--- config.mk ---
export PLATFORM = sky130hd
export DESIGN_NAME = nf_pktgen_mf
export DESIGN_NICKNAME = d
export VERILOG_FILES = /design/src/rtl/nf_pktgen_mf_pkg.sv /design/src/rtl/nf_pktgen_seq_table.sv /design/src/rtl/nf_pktgen_mf.sv
export SDC_FILE = /design/constraint.sdc
export NUM_CORES = 1
export LEC_CHECK = 0
export ABC_AREA = 1
export BUFFER_PORTS_ARGS = -buffer_cell sky130_fd_sc_hd__buf_2
export CAP_MARGIN = 20
export CORE_MARGIN = 3
export CORE_UTILIZATION = 25
export CTS_CLUSTER_DIAMETER = 60
export DETAILED_ROUTE_END_ITERATION = 6
export GPL_TIMING_DRIVEN = 0
export PLACE_DENSITY_LB_ADDON = 0.12
export SYNTH_ARGS = -nofsm -noshare
export SYNTH_HDL_FRONTEND = slang
export SYNTH_SLANG_ARGS = --single-unit
--- constraint.sdc ---
create_clock -name clk156 -period 7.4 [get_ports clk156]
set_clock_uncertainty 0.05 [all_clocks]
set_input_delay 0.37 -clock clk156 [delete_from_list [all_inputs] [get_ports clk156]]
set_output_delay 0.37 -clock clk156 [all_outputs]
set_load 0.05 [all_outputs]
--- src/rtl/nf_pktgen_mf_pkg.sv ---
// Shared types and constants for the multi-flow packet generator.
package nf_pktgen_mf_pkg;
   typedef enum logic [1:0] {
      ST_IDLE = 2'd0,
      ST_SEND = 2'd1,
      ST_GAP  = 2'd2
   } state_t;

   localparam int          MIN_LEN = 60;
   localparam int          MAX_LEN = 9600;
   localparam logic [23:0] MAGIC   = 24'h5AA5C3;
endpackage

--- src/rtl/nf_pktgen_seq_table.sv ---
// Per-flow sequence counters: bulk clear, increment by index, combinational read.
module nf_pktgen_seq_table #(
   parameter int NUM_FLOWS = 4,
   parameter int CNT_W     = 32
) (
   input  logic             clk156,
   input  logic             reset_n,
   input  logic             clr,
   input  logic             inc,
   input  logic [7:0]       inc_idx,
   input  logic [7:0]       rd_idx,
   output logic [CNT_W-1:0] rd_data
);
   logic [NUM_FLOWS-1:0][CNT_W-1:0] seq_q;

   always_ff @(posedge clk156 or negedge reset_n) begin
      if (!reset_n) begin
         seq_q <= '0;
      end else if (clr) begin
         seq_q <= '0;
      end else if (inc) begin
         for (int f = 0; f < NUM_FLOWS; f++)
            if (inc_idx == 8'(f)) seq_q[f] <= seq_q[f] + 1'b1;
      end
   end

   always_comb begin
      rd_data = '0;
      for (int f = 0; f < NUM_FLOWS; f++)
         if (rd_idx == 8'(f)) rd_data = seq_q[f];
   end
endmodule

--- src/rtl/nf_pktgen_mf.sv ---
// Multi-flow AXI-Stream frame generator: round-robin flows, per-flow sequence numbers, IFG.
module nf_pktgen_mf
   import nf_pktgen_mf_pkg::*;
#(
   parameter int DATA_WIDTH = 64,
   parameter int KEEP_WIDTH = DATA_WIDTH/8,
   parameter int NUM_FLOWS  = 4,
   parameter int LEN_W      = 14,
   parameter int CNT_W      = 32
) (
   input  logic                  clk156,
   input  logic                  reset_n,
   input  logic                  start,
   input  logic                  stop,
   input  logic [LEN_W-1:0]      cfg_len,
   input  logic [15:0]           cfg_ifg,
   input  logic [CNT_W-1:0]      cfg_count,
   input  logic [7:0]            cfg_flows,
   output logic                  s_axis_tx_tvalid,
   input  logic                  s_axis_tx_tready,
   output logic [DATA_WIDTH-1:0] s_axis_tx_tdata,
   output logic [KEEP_WIDTH-1:0] s_axis_tx_tkeep,
   output logic                  s_axis_tx_tlast,
   output logic                  busy,
   output logic                  done,
   output logic [CNT_W-1:0]      frames_sent
);
   localparam logic [LEN_W-1:0] MIN_L = LEN_W'(MIN_LEN);
   localparam logic [LEN_W-1:0] MAX_L = LEN_W'(MAX_LEN);

   state_t                  state_q, state_d;
   logic [LEN_W-1:0]        beats_q, beat_q;
   logic [KEEP_WIDTH-1:0]   lkeep_q;
   logic [15:0]             ifg_q, gap_q;
   logic [CNT_W-1:0]        count_q;
   logic [8:0]              flows_q;
   logic [7:0]              flow_ptr;
   logic                    stop_pend;

   // Config as it would be latched by a start this cycle.
   logic [LEN_W-1:0]        len_c, beats_c;
   logic [31:0]             rem_c;
   logic [KEEP_WIDTH-1:0]   lkeep_c;
   logic [8:0]              flows_c;

   always_comb begin
      len_c   = (cfg_len < MIN_L) ? MIN_L : (cfg_len > MAX_L) ? MAX_L : cfg_len;
      beats_c = LEN_W'((32'(len_c) + KEEP_WIDTH - 1) / KEEP_WIDTH);
      rem_c   = 32'(len_c) % KEEP_WIDTH;
      for (int i = 0; i < KEEP_WIDTH; i++)
         lkeep_c[i] = (rem_c == 0) || (32'(i) < rem_c);
      flows_c = (cfg_flows == 8'd0) ? 9'd1 :
                ({1'b0, cfg_flows} > 9'(NUM_FLOWS)) ? 9'(NUM_FLOWS) : {1'b0, cfg_flows};
   end

   logic                    idle_start, hs, fin, ld, drop;
   logic [LEN_W-1:0]        ld_k, beats_u;
   logic [KEEP_WIDTH-1:0]   lkeep_u;
   logic [7:0]              ld_flow, flow_adv, rd_idx;
   logic [8:0]              fp1;
   logic [CNT_W-1:0]        ld_seq, seq_rd, frames_inc;
   logic                    last_frame;

   assign idle_start = (state_q == ST_IDLE) && start;
   assign hs         = s_axis_tx_tvalid && s_axis_tx_tready;
   assign fp1        = {1'b0, flow_ptr} + 9'd1;
   assign flow_adv   = (fp1 >= flows_q) ? 8'd0 : fp1[7:0];
   assign frames_inc = frames_sent + 1'b1;
   assign last_frame = (count_q != '0) && (frames_inc == count_q);
   assign beats_u    = (state_q == ST_IDLE) ? beats_c : beats_q;
   assign lkeep_u    = (state_q == ST_IDLE) ? lkeep_c : lkeep_q;

   nf_pktgen_seq_table #(.NUM_FLOWS(NUM_FLOWS), .CNT_W(CNT_W)) u_seq (
      .clk156  (clk156),
      .reset_n (reset_n),
      .clr     (idle_start),
      .inc     (fin),
      .inc_idx (flow_ptr),
      .rd_idx  (rd_idx),
      .rd_data (seq_rd)
   );

   always_comb begin
      state_d = state_q;
      ld      = 1'b0;
      drop    = 1'b0;
      fin     = 1'b0;
      ld_k    = '0;
      ld_flow = flow_ptr;
      rd_idx  = flow_ptr;
      ld_seq  = seq_rd;
      case (state_q)
         ST_IDLE: if (start) begin
            state_d = ST_SEND;
            ld      = 1'b1;
            ld_flow = 8'd0;
            ld_seq  = '0;
         end
         ST_SEND: if (hs) begin
            if (!s_axis_tx_tlast) begin
               ld   = 1'b1;
               ld_k = beat_q + 1'b1;
            end else begin
               fin     = 1'b1;
               rd_idx  = flow_adv;
               ld_flow = flow_adv;
               // Single active flow: its counter increments on this same edge.
               ld_seq  = seq_rd + CNT_W'(flow_adv == flow_ptr);
               if (stop_pend || stop || last_frame) begin
                  state_d = ST_IDLE;
                  drop    = 1'b1;
               end else if (ifg_q != 16'd0) begin
                  state_d = ST_GAP;
                  drop    = 1'b1;
               end else begin
                  ld = 1'b1;
               end
            end
         end
         ST_GAP: if (stop) begin
            state_d = ST_IDLE;
            drop    = 1'b1;
         end else if (gap_q == 16'd1) begin
            state_d = ST_SEND;
            ld      = 1'b1;
         end
         default: state_d = ST_IDLE;
      endcase
   end

   function automatic logic [DATA_WIDTH-1:0] fmt_beat(logic [LEN_W-1:0] k,
                                                      logic [CNT_W-1:0] seq,
                                                      logic [7:0] flow);
      logic [DATA_WIDTH-1:0] d;
      if (k == '0) begin
         d       = '0;
         d[63:0] = {MAGIC, flow, 32'(seq)};
      end else begin
         d = {KEEP_WIDTH{k[7:0]}};
      end
      return d;
   endfunction

   always_ff @(posedge clk156 or negedge reset_n) begin
      if (!reset_n) begin
         state_q          <= ST_IDLE;
         beats_q          <= '0;
         beat_q           <= '0;
         lkeep_q          <= '0;
         ifg_q            <= '0;
         gap_q            <= '0;
         count_q          <= '0;
         flows_q          <= 9'd1;
         flow_ptr         <= '0;
         stop_pend        <= 1'b0;
         frames_sent      <= '0;
         busy             <= 1'b0;
         done             <= 1'b0;
         s_axis_tx_tvalid <= 1'b0;
         s_axis_tx_tdata  <= '0;
         s_axis_tx_tkeep  <= '0;
         s_axis_tx_tlast  <= 1'b0;
      end else begin
         done <= 1'b0;
         if (idle_start) begin
            beats_q     <= beats_c;
            lkeep_q     <= lkeep_c;
            ifg_q       <= cfg_ifg;
            count_q     <= cfg_count;
            flows_q     <= flows_c;
            flow_ptr    <= '0;
            frames_sent <= '0;
            stop_pend   <= 1'b0;
         end else if (stop && state_q != ST_IDLE) begin
            stop_pend <= 1'b1;
         end
         if (fin) begin
            frames_sent <= frames_inc;
            flow_ptr    <= flow_adv;
         end
         if (state_d == ST_IDLE && state_q != ST_IDLE) begin
            done      <= 1'b1;
            stop_pend <= 1'b0;
         end
         if (state_q == ST_SEND && state_d == ST_GAP) gap_q <= ifg_q;
         else if (state_q == ST_GAP)                   gap_q <= gap_q - 1'b1;
         if (ld) begin
            s_axis_tx_tvalid <= 1'b1;
            s_axis_tx_tdata  <= fmt_beat(ld_k, ld_seq, ld_flow);
            s_axis_tx_tlast  <= (ld_k == beats_u - 1'b1);
            s_axis_tx_tkeep  <= (ld_k == beats_u - 1'b1) ? lkeep_u : '1;
            beat_q           <= ld_k;
         end else if (drop) begin
            s_axis_tx_tvalid <= 1'b0;
            s_axis_tx_tdata  <= '0;
            s_axis_tx_tkeep  <= '0;
            s_axis_tx_tlast  <= 1'b0;
         end
         busy    <= (state_d != ST_IDLE);
         state_q <= state_d;
      end
   end
endmodule
# Word-level counts from Yosys, hierarchy flattened
# Cells that the tools add are included.
[classes] add_sub_neg=12 magnitude_cmp=12 n_eq_ne=13 mux=73 n_reduce_logical=39
[op_table] cell="$mux W32" count=13
[op_table] cell="$mux W128" count=2
[op_table] cell="$mux W64" count=3
[op_table] cell="$add A32 B1 Y32 const B" count=5
[op_table] cell="$mux W8" count=13
[op_table] cell="$mux W14" count=6
[op_table] cell="$pmux W32 S2" count=1
[op_table] cell="$add A32 B1 Y32" count=1
[op_table] cell="$eq A32 B32 Y1" count=1
[op_table] cell="$eq A8 B2 Y1 const B" count=4
[op_table] cell="$logic_not A32 Y1" count=1
[op_table] cell="$mux W16" count=2
[op_table] cell="$reduce_bool A32 Y1" count=1
[op_table] cell="$logic_not A8 Y1" count=3
[op_table] cell="$mux W1" count=22
[op_table] cell="$reduce_bool A2 Y1" count=9
[op_table] cell="$eq A16 B1 Y1 const B" count=1
[op_table] cell="$eq A8 B1 Y1 const B" count=2
[op_table] cell="$pmux W8 S2" count=1
[op_table] cell="$reduce_bool A16 Y1" count=1
[op_table] cell="$sub A15 B1 Y16 const B" count=1
[op_table] cell="$sub A16 B1 Y16 const B" count=1
[op_table] cell="$add A14 B4 Y15 const B" count=1
[op_table] cell="$add A14 B1 Y14 const B" count=1
[op_table] cell="other kinds (23)" count=53
[word_totals] regBits=356 input_bits=75 output_inout_bits=108 word_cells=170

# Longest topological paths before layout
# Gate-level depths: netlist of run 1.
[depth] word_depth=17 depth_mapped=37 mapped_depth_nobuf=36

# By module
# A second synthesis of run 1 with hierarchy kept.
[unflattened] hier_cells=3533 area_unflattened_um2=23511.3
[by_module_without_submodules] module="nf_pktgen_mf" n_inst=1 cells_per_inst=1994 area_each_um2=14198.6 seq_area_each_um2=5431.5
[by_module_without_submodules] module="nf_pktgen_seq_table" n_inst=1 cells_per_inst=1539 area_each_um2=9312.7 seq_area_each_um2=3203.1

# Worst setup path after synthesis of run 1
# OpenSTA, ideal clock, no wires.
[synth_timing] path_kind="register -> register" start="register flow_ptr[0]" end="register s_axis_tx_tdata[20]" setup_time_ns=0.118 arrival_ns=4.307 required_ns=7.232 slack_ns=2.925 path_stages_with_launch=35 n_path_buf=1 synth_period_minus_slack_ns=4.475 cell_sequence="dfrtp_1 > ha_1 > nand3_1 > xor2_1 > inv_1 > ha_1 > nand2_1 > nor2_1 > nand2_1 > nand3_1 > nand2_1 > nand2_1 > nand2_1 > nand3_1 > nand2_1 > nor2_2 > nand2_2 > nor2_8 > nand3_4 > buf_4 > a21oi_1 > a2bb2oi_1 > ha_1 > ha_1 > inv_1 > nor2_1 > nand3_2 > nor3_4 > nand4_1 > nand2_1 > nand3_1 > nand2_1 > nand2_1 > nand2_1 > nand2_1"
[synth_via] elab_chain_cells=17 word_cells_on_any_way=22 classes_between="add/sub (2); order compare (1); eq/ne (4); mux (14); reduce/logical (1)"
[synth_rtl] item="start, declared" line_no="nf_pktgen_mf.sv:37" source="logic [7:0] flow_ptr;"
[synth_rtl] item="start signal, assigned" line_no="nf_pktgen_mf.sv:179" source="flow_ptr <= flow_adv;"
[synth_rtl] item="$add A8 B1 Y9" line_no="nf_pktgen_mf.sv:66" source="assign fp1 = {1'b0, flow_ptr} + 9'd1;"
[synth_rtl] item="$ge A9 B9 Y1" line_no="nf_pktgen_mf.sv:67" source="assign flow_adv = (fp1 >= flows_q) ? 8'd0 : fp1[7:0];"
[synth_rtl] item="$mux W8" line_no="nf_pktgen_mf.sv:67"
[synth_rtl] item="$mux W8" line_no="nf_pktgen_mf.sv:100" source="if (!s_axis_tx_tlast) begin"
[synth_rtl] item="$mux W8" line_no="nf_pktgen_mf.sv:99" source="ST_SEND: if (hs) begin"
[synth_rtl] item="$mux W8" line_no="nf_pktgen_mf.sv:92" source="case (state_q)"
[synth_rtl] item="$logic_not A8 Y1" line_no="nf_pktgen_seq_table.sv:30" source="if (rd_idx == 8'(f)) rd_data = seq_q[f];"
[synth_rtl] item="$mux W32 (4 in a row)" line_no="nf_pktgen_seq_table.sv:30"
[synth_rtl] item="$add A32 B1 Y32" line_no="nf_pktgen_mf.sv:108" source="ld_seq = seq_rd + CNT_W'(flow_adv == flow_ptr);"
[synth_rtl] item="$mux W32" line_no="nf_pktgen_mf.sv:100"
[synth_rtl] item="$mux W32" line_no="nf_pktgen_mf.sv:99"
[synth_rtl] item="$pmux W32 S2 *" line_no="nf_pktgen_mf.sv:92"
[synth_rtl] item="$mux W64 *" line_no="nf_pktgen_mf.sv:135" source="if (k == '0) begin"
[synth_rtl] item="$mux W64 *" line_no="nf_pktgen_mf.sv:187" source="if (ld) begin"
[synth_rtl] item="end signal, assigned" line_no="nf_pktgen_mf.sv:189" source="s_axis_tx_tdata <= fmt_beat(ld_k, ld_seq, ld_flow);"
[synth_rtl] item="end, declared" line_no="nf_pktgen_mf.sv:21" source="output logic [DATA_WIDTH-1:0] s_axis_tx_tdata,"
# Every way passes the cells marked *; elsewhere a longest branch is shown, timed or not.
# A chain may end at the register's enable or synchronous reset.

# Final worst setup path of run 1
# Ends and elaborated chain as after synthesis.

==> results.py, run 1 <==
metrics = {
    "sta": {
        "slew_viol_final": 0,
        "finalHoldViolations": 0,
        "tightest_slew_ps": 1200,
        "fin_crit_ps": 5860,
        "max_freq_mhz": 171,
        "slew-limit-headroom_pct": 19.1,
        "holdWs_ps": 34.1,
        "setup_violations": 0,
        "fin_crit_sh_pct": 79.1,
        "rsz0062_at_grt": "false",
    },
    "clocking": {
        "clock_path_buffers": 3,
        "clk_pin_slew_ps": 60,
        "htreeDepth": 2,
        "cts_buffers": 52,
        "cts_tree": "built",
        "cts.repair.resized": 0,
        "clockRootBuffer": "clkbuf_16",
        "cts.sinks": 345,
        "cts_setup_buffers": 0,
        "insertion_delay_ps": 600,
    },
    "floorplan": {
        "die_y_um": 301,
        "coreArea_um2": 85800,
        "die_area_um2": 90700,
        "rows": 107,
        "die_w_um": 301,
        "ios": 183,
        "start_util_pct": 25.4,
    },
    "worst_setup_path": {
        "start_kind": "flop",
        "cp_common_cell": "nand2_1",
        "cp_data_arrival_time_ps": 6310,
        "slowest_stage": "dfrtp_1",
        "critPathKind": "flop to flop",
        "worst_ep_required_time_ps": 7850,
        "crit_fanout": 10,
        "end_kind": "flop",
        "max_stage_delay_ps": 470,
    },
    "synth": {
        "ys.flop_type": "dfrtp_1",
        "synth_edf_count": 0,
        "async_flop_share_pct": 100,
        "synth_warnings": 0,
        "yosysSeqAreaShare_pct": 39.6,
        "ys_types": 62,
        "ys_ff_latch": 345,
        "avgSynthCellArea_um2": 7.15,
        "syn-cell-area_um2": 21800,
        "synth_top_area_cell": "dfrtp_1",
        "synthTopCellsByArea": "dfrtp_1 (40%), nand2_1 (14%), inv_1 (6.4%)",
        "netlist_instances": 3047,
        "syn-num-nets": 3149,
        "synth_top_area_share_pct": 39.5,
    },
    "power_and_ir_drop": {
        "leakagePower_nw": 12.4,
        "irDropWorstVdd_mv": 0.231,
        "total_power_w": 0.00850,
        "power_density_nw_per_um2": 319,
    },
    "detailed_routing": {
        "vias_per_cell": 4.64,
        "wl_per_cell_um": 18.6,
        "routed_wl_um": 84300,
        "firstDrtPassIters": 5,
        "drc": 0,
        "num_vias": 21004,
        "drt_iter0_drc": 1384,
        "postRouteAntennaNets": 0,
    },
    "run_status": {
        "status": "complete, no violations",
    },
    "global_routing": {
        "grt_first_pass_wirelength_um": 129000,
        "first_global_vias": 21047,
        "grt-ovfl-total": 0,
        "grt_antenna_before_repair": 0,
        "grtUsageTotal_pct": 18.5,
        "grt_start_max_net_pins": 87,
    },
    "cells_and_area": {
        "layout_common_cells": "nand2_1 (828), inv_1 (370), dfrtp_1 (344), nand3_1 (275), nor2_1 (237)",
        "antennaDiodeCount": 0,
        "area_growth_pct": 22.4,
        "stdcell_area_um2": 26700,
        "drive_above_1_share_pct": 14.6,
        "nets": 3444,
        "utilization_pct": 31.1,
        "final_common_cell": "nand2_1",
    },
    "placement": {
        "io_buffer_count": 182,
        "gp_congestion": 0.887,
        "dpl_cell_area_um2": 24400,
        "hpwlAfterDp_um": 65800,
    },
    "flow_run": {
        "maxCapViolations": 0,
    },
    "worst_hold_path": {
        "min_path_type": "input port to flop",
    },
}
==> path summary, 6_finish.rpt <==
| check | start | endpoint | slack (ps) | cells past startpoint |
|---|---|---|---|---|
| worst max-delay path | flow_ptr[0]$_DFFE_PN0P_ | s_axis_tx_tdata[20]$_DFFE_PN0P_ | 1540 | 33 |
| worst min-delay path | cfg_len[13] | beats_q[10]$_DFFE_PN0P_ | 30 | 3 |
| worst max register to register | flow_ptr[0]$_DFFE_PN0P_ | s_axis_tx_tdata[20]$_DFFE_PN0P_ | 1540 | 33 |
| worst min register to register | s_axis_tx_tdata[59]$_DFFE_PN0P_ | s_axis_tx_tdata[59]$_DFFE_PN0P_ | 410 | 2 |
| max in group asynchronous | reset_n | u_seq.seq_q[95]$_DFFE_PN0P_ | 5500 | 5 |
| min in group asynchronous | reset_n | gap_q[6]$_DFFE_PN0P_ | 230 | 2 |
==> sequential cells by signal, indices dropped and copies added, names as in the netlist <==
signal            cells
beats_q              12
ifg_q                16
s_axis_tx_tkeep       8
s_axis_tx_tlast       1
stop_pend             1
flows_q               8
gap_q                16
done                  1
flow_ptr              8
s_axis_tx_tdata      56
busy                  1
u_seq.seq_q         128
frames_sent          32
state_q               2
s_axis_tx_tvalid      1
beat_q               14
lkeep_q               8
count_q              32
==> worst max-delay path: cells and delay by family (launching register included) <==
family	cells	cell delay (ps)
AOI/OAI and AO/OA	3	850
and+or+nand+nor	21	2770
adders and majority gates	4	1000
DFF	1	470
buffers and inverters	4	360
xor gates and xnor gates	1	240
==> cells in the mapped netlist, types with 27 or more instances <==
master / instances
nor3_1: 95
nand3_1: 275
xor2_1: 50
o21ai_0: 200
nand2_2: 31
dfrtp_1: 344
inv_1: 370
clkbuf_1: 48
nand4_1: 51
a21oi_1: 124
nor4_1: 37
nor2_1: 237
o22ai_1: 30
nand2_1: 828
ha_1: 27
==> report_power, final <==
part | switching (W) | internal (W) | total (W)
Sequential | 0.000315 | 0.00228 | 0.00259
Combinational | 0.00239 | 0.000921 | 0.00331
Clock | 0.00102 | 0.00158 | 0.00260
==> stage by stage <==
stage,setup WS (ps),TNS [ps],std cells
2_1_floorplan,2920,0,3047
5_1_grt,879,0,4528
3_5_place_dp,1550,0,4382
3_3_place_gp,-1850,-610170,4373
4_1_cts,1510,0,4527
6_report,1540,0,4528
==> cell families (layout without fill, tap and decap cells) <==
| group | count (synthesis) | after routing | share of synthesized area (%) |
|---|---|---|---|
| AOI/OAI and AO/OA | 435 | 435 | 10.9 |
| and+or+nand+nor | 1665 | 1665 | 35.1 |
| muxes | 1 | 1 | 0.0459 |
| adders and majority gates | 27 | 27 | 1.55 |
| xor gates and xnor gates | 76 | 76 | 3.06 |
| DFF | 345 | 345 | 39.6 |
| buffers and inverters | 498 | 835 | 9.70 |
==> repair_timing <==
action | 4_1_cts | 5_1_grt
hold buffers | 49 | 0
endpoints found under the setup margin | 0 | 0
hold endpoints to repair | 97 | 0
==> routing by layer <==
| layer | vias up | wire length (um) | GRT usage, % | share of wire (%) |
|---|---|---|---|---|
| met1 | 9872 | 39100 | 25.0 | 46 |
| met5 | - | 0 | 0 | 0 |
| li1 | 10556 | - | - | - |
| met4 | 0 | 2450 | 5.26 | 2.9 |
| met2 | 461 | 39800 | 31.4 | 47 |
| met3 | 115 | 2980 | 1.99 | 3.5 |
==> area by class of cell <==
cell class | instances | area (um2)
Buffer | 101 | 624
Clock buffer | 69 | 1510
Clock inverter | 27 | 309
Fill cell | 9380 | 59100
Inverter | 397 | 1490
Multi-Input combinational cell | 2204 | 11000
Sequential cell | 345 | 8630
Tap cell | 1144 | 1430
Timing Repair Buffer | 241 | 1650
Note: power is estimated with default switching activity, not from simulation.
==> inputs of run 2 (changes only) <==
==> constraint.sdc (replaced) <==
create_clock -name clk156 -period 4.8 [get_ports clk156]
set_clock_uncertainty 0.05 [all_clocks]
set_input_delay 0.24 -clock clk156 [delete_from_list [all_inputs] [get_ports clk156]]
set_output_delay 0.24 -clock clk156 [all_outputs]
set_load 0.05 [all_outputs]
==> results.py, run 2 (same netlist as run 1, synthesis figures left out) <==
metrics = {
    "power_and_ir_drop": {
        "swShare_pct": 43.9,
        "pwr-share-comb_pct": 39.7,
        "pwr-share-clk_pct": 30.2,
        "power_density_nw_per_um2": 481,
        "leakagePower_nw": 12.7,
        "p_seq_share_pct": 30.1,
        "switching_power_w": 0.00583,
        "intPower_w": 0.00744,
        "irDropWorstVdd_mv": 0.357,
    },
    "cells_and_area": {
        "final_common_cell": "nand2_1",
        "largest_reg_flops": 128,
        "drive_above_1_share_pct": 17.5,
        "nets": 3493,
        "top_register": "u_seq.seq_q",
        "layout_common_cells": "nand2_1 (812), inv_1 (364), dfrtp_1 (343), nand3_1 (254), nor2_1 (232)",
        "utilization_pct": 32.2,
        "reg.largest.list": "u_seq.seq_q x128, s_axis_tx_tdata x56",
        "area_growth_pct": 26.7,
    },
    "clocking": {
        "clock_path_buffers": 3,
        "cts.sinks": 345,
        "insertion_delay_ps": 600,
        "clockRootBuffer": "clkbuf_16",
        "htreeDepth": 2,
        "clk_pin_slew_ps": 60,
        "cts_buffers": 52,
        "cts_tree": "built",
    },
    "worst_setup_path": {
        "slowest_stage": "dfrtp_2",
        "worst_ep_required_time_ps": 5250,
        "cp_common_cell": "nand2_1",
        "timing.rr.start": "flow_ptr[0]$_DFFE_PN0P_",
        "crit_start": "flow_ptr[0]$_DFFE_PN0P_",
        "max_stage_delay_ps": 440,
        "critPathKind": "flop to flop",
        "start_kind": "flop",
        "cp_data_arrival_time_ps": 5120,
        "crit_family": "simple AND/OR/NAND/NOR gates",
        "crit_buf_inv": 4,
        "crit_fanout": 7,
        "end_kind": "flop",
    },
    "detailed_routing": {
        "wl_per_cell_um": 18.6,
        "num_vias": 21265,
        "vias_per_cell": 4.65,
        "drc": 0,
        "firstDrtPassIters": 5,
        "postRouteAntennaNets": 0,
        "drt_iter0_drc": 1372,
        "routed_wl_um": 85200,
    },
    "global_routing": {
        "grtUsageTotal_pct": 18.6,
        "grt_first_pass_wirelength_um": 130000,
        "grt_antenna_before_repair": 0,
        "grt_start_max_net_pins": 87,
        "first_global_vias": 21198,
        "grt-ovfl-total": 0,
    },
    "sta": {
        "slew_viol_final": 0,
        "tns_ps": 0,
        "rsz0062_at_grt": "true",
        "finalHoldViolations": 0,
        "fin_crit_ps": 4660,
        "fin_crit_sh_pct": 97.2,
        "max_freq_mhz": 214,
        "tightest_slew_ps": 949,
        "setup_violations": 0,
        "slew-limit-headroom_pct": 36.1,
        "fin_ws_ps": 135,
    },
    "placement": {
        "io_buffer_count": 182,
        "hpwlAfterDp_um": 65800,
        "preCtsSetupSlack_ps": -1050,
        "gp_congestion": 0.887,
    },
    "floorplan": {
        "die_y_um": 301,
        "ios": 183,
        "rows": 107,
        "start_util_pct": 25.4,
        "die_w_um": 301,
        "coreArea_um2": 85800,
        "die_area_um2": 90700,
    },
    "flow_run": {
        "maxCapViolations": 0,
    },
    "worst_hold_path": {
        "hp-start": "cfg_len[11]",
        "min_path_type": "input port to flop",
    },
    "run_status": {
        "status": "complete, no violations",
    },
}
run 2: cell types whose count changed in the layout (fill, tap and decap cells not counted), moves of 9 or more:
cell           change
buf_4             +33
nand3_1           -21
nand2_1           -16
nand3_2           +16
dlygate4sd3_1     +13
nand2_2            +9
run 2: cell type report:
cell class	count	area, um2
tap	1144	1430
timing repair buffer	290	2050
clock buffer	69	1510
clock inverter	27	309
buffer	101	662
sequential	345	8640
inverter	397	1500
fill	9318	58200
multi-input combinational	2204	11500
antenna	1	2.50
run 2: stage by stage:
step,hold slack [ps],total power [W],cells,instance area (um2)
6_report,24.9,0.0133,4578,27600
5_1_grt,71.3,0.0141,4577,27600
4_1_cts,2.25,0.0134,4560,27200
3_5_place_dp,146,0.00917,4382,24400
3_3_place_gp,389,0.00910,4373,24100
2_1_floorplan,-106,0.00727,3047,21800
run 2: power by group through the flow:
stage / sequential, W / clock [W] / combinational (W)
after floorplan: 0.00460 / 0 / 0.00267
after global placement: 0.00405 / 0 / 0.00504
after detailed placement: 0.00404 / 0 / 0.00513
after CTS: 0.00400 / 0.00412 / 0.00527
after global routing: 0.00408 / 0.00424 / 0.00583
final: 0.00400 / 0.00401 / 0.00526
run 2: repair_timing:
item / 4_1_cts / 5_1_grt
endpoints found under the setup margin: 31 / 30
hold buffers: 62 / 0
endpoints found under the hold margin: 222 / 0
buffers inserted: 20 / 16
pin swaps: 17 / 37
resized for setup: 44 / 80
run 2: worst paths after layout:
| kind | cells past startpoint | slack [ps] | endpoint |
|---|---|---|---|
| worst max-delay path | 33 | 140 | s_axis_tx_tdata[20]$_DFFE_PN0P_ |
| worst min-delay path | 5 | 20 | beats_q[8]$_DFFE_PN0P_ |
| worst max register to register | 33 | 140 | s_axis_tx_tdata[20]$_DFFE_PN0P_ |
| worst min register to register | 2 | 410 | s_axis_tx_tdata[60]$_DFFE_PN0P_ |
| max in group asynchronous | 5 | 3020 | u_seq.seq_q[95]$_DFFE_PN0P_ |
| min in group asynchronous | 2 | 100 | gap_q[6]$_DFFE_PN0P_ |
run 2: worst register-to-register path: cells and delay by family (launching register included):
kind,cells,cell delay (ps)
flip-flops,1,440
AO/OA/AOI/OAI,3,460
buffers and inverters,4,420
adder cells (fa/ha/maj),4,830
AND/OR/NAND/NOR,22,2350
run 2: per-layer routing:
| metal | vias to the layer above | GRT usage, % | part of all wire, % |
|---|---|---|---|
| li1 | 10658 | - | - |
| met1 | 10023 | 24.8 | 46 |
| met2 | 446 | 31.2 | 47 |
| met3 | 138 | 2.39 | 3.9 |
| met4 | 0 | 6.25 | 3.6 |
| met5 | - | 0 | 0 |
==> inputs of run 3 (changes only) <==
--- a/config.mk
+++ b/config.mk
@@ -10,6 +10,7 @@
 export CAP_MARGIN = 20
 export CORE_MARGIN = 3
 export CORE_UTILIZATION = 25
+export CTS_BUF_LIST = sky130_fd_sc_hd__clkbuf_8
 export CTS_CLUSTER_DIAMETER = 60
 export DETAILED_ROUTE_END_ITERATION = 6
 export GPL_TIMING_DRIVEN = 0
==> results.py, run 3 (same netlist as run 1, synthesis figures left out) <==
metrics = {
    "worst_setup_path": {
        "cp-endpoint": "s_axis_tx_tdata[26]$_DFFE_PN0P_",
        "cp_common_cell": "nand2_2",
        "crit-reg2reg-capture": "s_axis_tx_tdata[26]$_DFFE_PN0P_",
        "cp_data_arrival_time_ps": 5160,
        "worst_ep_required_time_ps": 5290,
        "end_kind": "flop",
        "slowest_stage": "dfrtp_1",
        "critPathKind": "flop to flop",
        "crit_buf_inv": 5,
        "start_kind": "flop",
        "crit_fanout": 7,
        "timing.rr.start": "flow_ptr[1]$_DFFE_PN0P_",
        "cp_num_cells": 33,
        "crit_family": "simple AND/OR/NAND/NOR gates",
        "max_stage_delay_ps": 400,
        "regToRegSetupSlack_ps": 140,
        "crit_start": "flow_ptr[1]$_DFFE_PN0P_",
        "reg2reg_depth": 33,
    },
    "detailed_routing": {
        "num_vias": 21306,
        "vias_per_cell": 4.62,
        "postRouteAntennaNets": 0,
        "drt_iter0_drc": 1339,
        "routed_wl_um": 85400,
        "wl_per_cell_um": 18.5,
        "drc": 0,
        "firstDrtPassIters": 6,
    },
    "placement": {
        "io_buffer_count": 182,
        "dpl.cell_count": 4382,
        "gp_congestion": 0.887,
        "preCtsSetupSlack_ps": -1050,
        "hpwlAfterDp_um": 65800,
    },
    "sta": {
        "max_freq_mhz": 215,
        "fin_ws_ps": 138,
        "fin_crit_sh_pct": 97.1,
        "rsz0062_at_grt": "true",
        "finalHoldViolations": 0,
        "setup_violations": 0,
        "tightest_slew_ps": 967,
        "tns_ps": 0,
        "fin_crit_ps": 4660,
        "slew-limit-headroom_pct": 34.9,
        "slew_viol_final": 0,
    },
    "cells_and_area": {
        "num-fill-cells": 9374,
        "area_growth_pct": 25.2,
        "multi_input_area_um2": 11500,
        "drive_above_1_share_pct": 17.6,
        "top_register": "u_seq.seq_q",
        "reg.largest.list": "u_seq.seq_q x128, s_axis_tx_tdata x56",
        "layout_common_cells": "nand2_1 (810), inv_1 (386), dfrtp_1 (343), nand3_1 (255), nor2_1 (233)",
        "utilization_pct": 31.8,
        "ff_latch_area_um2": 8640,
        "final_common_cell": "nand2_1",
        "instances_no_fill": 4613,
        "nets": 3518,
        "largest_reg_flops": 128,
    },
    "clocking": {
        "insertion_delay_ps": 670,
        "cts_buffers": 72,
        "htreeDepth": 3,
        "cts.sinks": 345,
        "cts_tree": "built",
        "clk_pin_slew_ps": 60,
        "clock_path_buffers": 3,
        "clockRootBuffer": "clkbuf_8",
    },
    "global_routing": {
        "grt_first_pass_wirelength_um": 130000,
        "grt_antenna_before_repair": 1,
        "grtUsageTotal_pct": 18.8,
        "first_global_vias": 21470,
        "grt-ovfl-total": 0,
        "grt_start_max_net_pins": 87,
    },
    "worst_hold_path": {
        "min_path_type": "input port to flop",
    },
    "floorplan": {
        "start_util_pct": 25.4,
        "die_w_um": 301,
        "rows": 107,
        "die_area_um2": 90700,
        "die_y_um": 301,
        "coreArea_um2": 85800,
        "ios": 183,
    },
    "run_status": {
        "status": "complete, no violations",
    },
    "power_and_ir_drop": {
        "irDropWorstVdd_mv": 0.381,
        "leakagePower_nw": 12.7,
        "power_density_nw_per_um2": 456,
    },
    "flow_run": {
        "maxCapViolations": 0,
    },
}
[run 3: cell types whose count changed in the layout (fill, tap and decap cells not counted), sizes merged]
cell	delta
clkinvlp	+2
clkbuf	+23
bufinv	-4
clkinv	-8
dlygate4sd3	+5
inv	+17
[run 3: metal layers]
layer  wire [um]  up-vias  GRT usage (%)
li1            -    10693              -
met2       39900      429           31.2
met5           0        -              0
met3        3260      151           2.53
met1       39400    10033           24.8
met4        2940        0           6.86
[run 3: where the power goes]
part	leakage (nW)	internal, W	switching, W	total, W
Clock	0.812	0.00172	0.00146	0.00318
Combinational	7.27	0.00150	0.00377	0.00527
Sequential	4.59	0.00351	0.000488	0.00400
Total	12.7	0.00673	0.00572	0.0124
[run 3: area by class of cell]
type,instances,area share [%]
antenna,1,0.00917
buffer,101,2.43
clock buffer,92,4.64
clock inverter,34,0.633
inverter,397,5.48
multi-input combinational,2204,42.2
sequential,345,31.6
tap,1144,5.25
timing repair buffer,295,7.69
[run 3: what timing repair did]
action	in CTS	in global routing
setup buffers	19	17
resized for setup	42	83
endpoints found under the hold margin	268	0
setup endpoints to repair	31	30
pin swaps	18	37
hold buffers	67	0
[run 3: how the worst min path moves through the flow]
stage,start,to,slack (ps),cells past startpoint
after floorplan,reset_n,beat_q[0]$_DFFE_PN0P_,-110,0
after global placement,cfg_count[14],count_q[14]$_DFFE_PN0P_,390,3
after detailed placement,reset_n,gap_q[6]$_DFFE_PN0P_,150,1
after CTS,cfg_len[9],beats_q[6]$_DFFE_PN0P_,6,5
after global routing,cfg_len[9],beats_q[6]$_DFFE_PN0P_,110,5
final,cfg_len[9],beats_q[6]$_DFFE_PN0P_,70,5
[run 3: through the flow]
step	hold slack, ps	total power, W	cell area (um2)
2_1_floorplan	-106	0.00727	21800
3_3_place_gp	389	0.00910	24100
3_5_place_dp	146	0.00917	24400
4_1_cts	5.78	0.0126	26800
5_1_grt	109	0.0134	27300
6_report	68.5	0.0124	27300
[run 3: worst reg2reg max path, delay by kind of cell (launching register included)]
| kind | cells | cell delay (ps) |
|---|---|---|
| compound gates | 2 | 390 |
| xor+xnor | 1 | 200 |
| fa+ha+maj | 4 | 810 |
| buf+inv | 5 | 400 |
| flops | 1 | 400 |
| simple gates | 21 | 2300 |
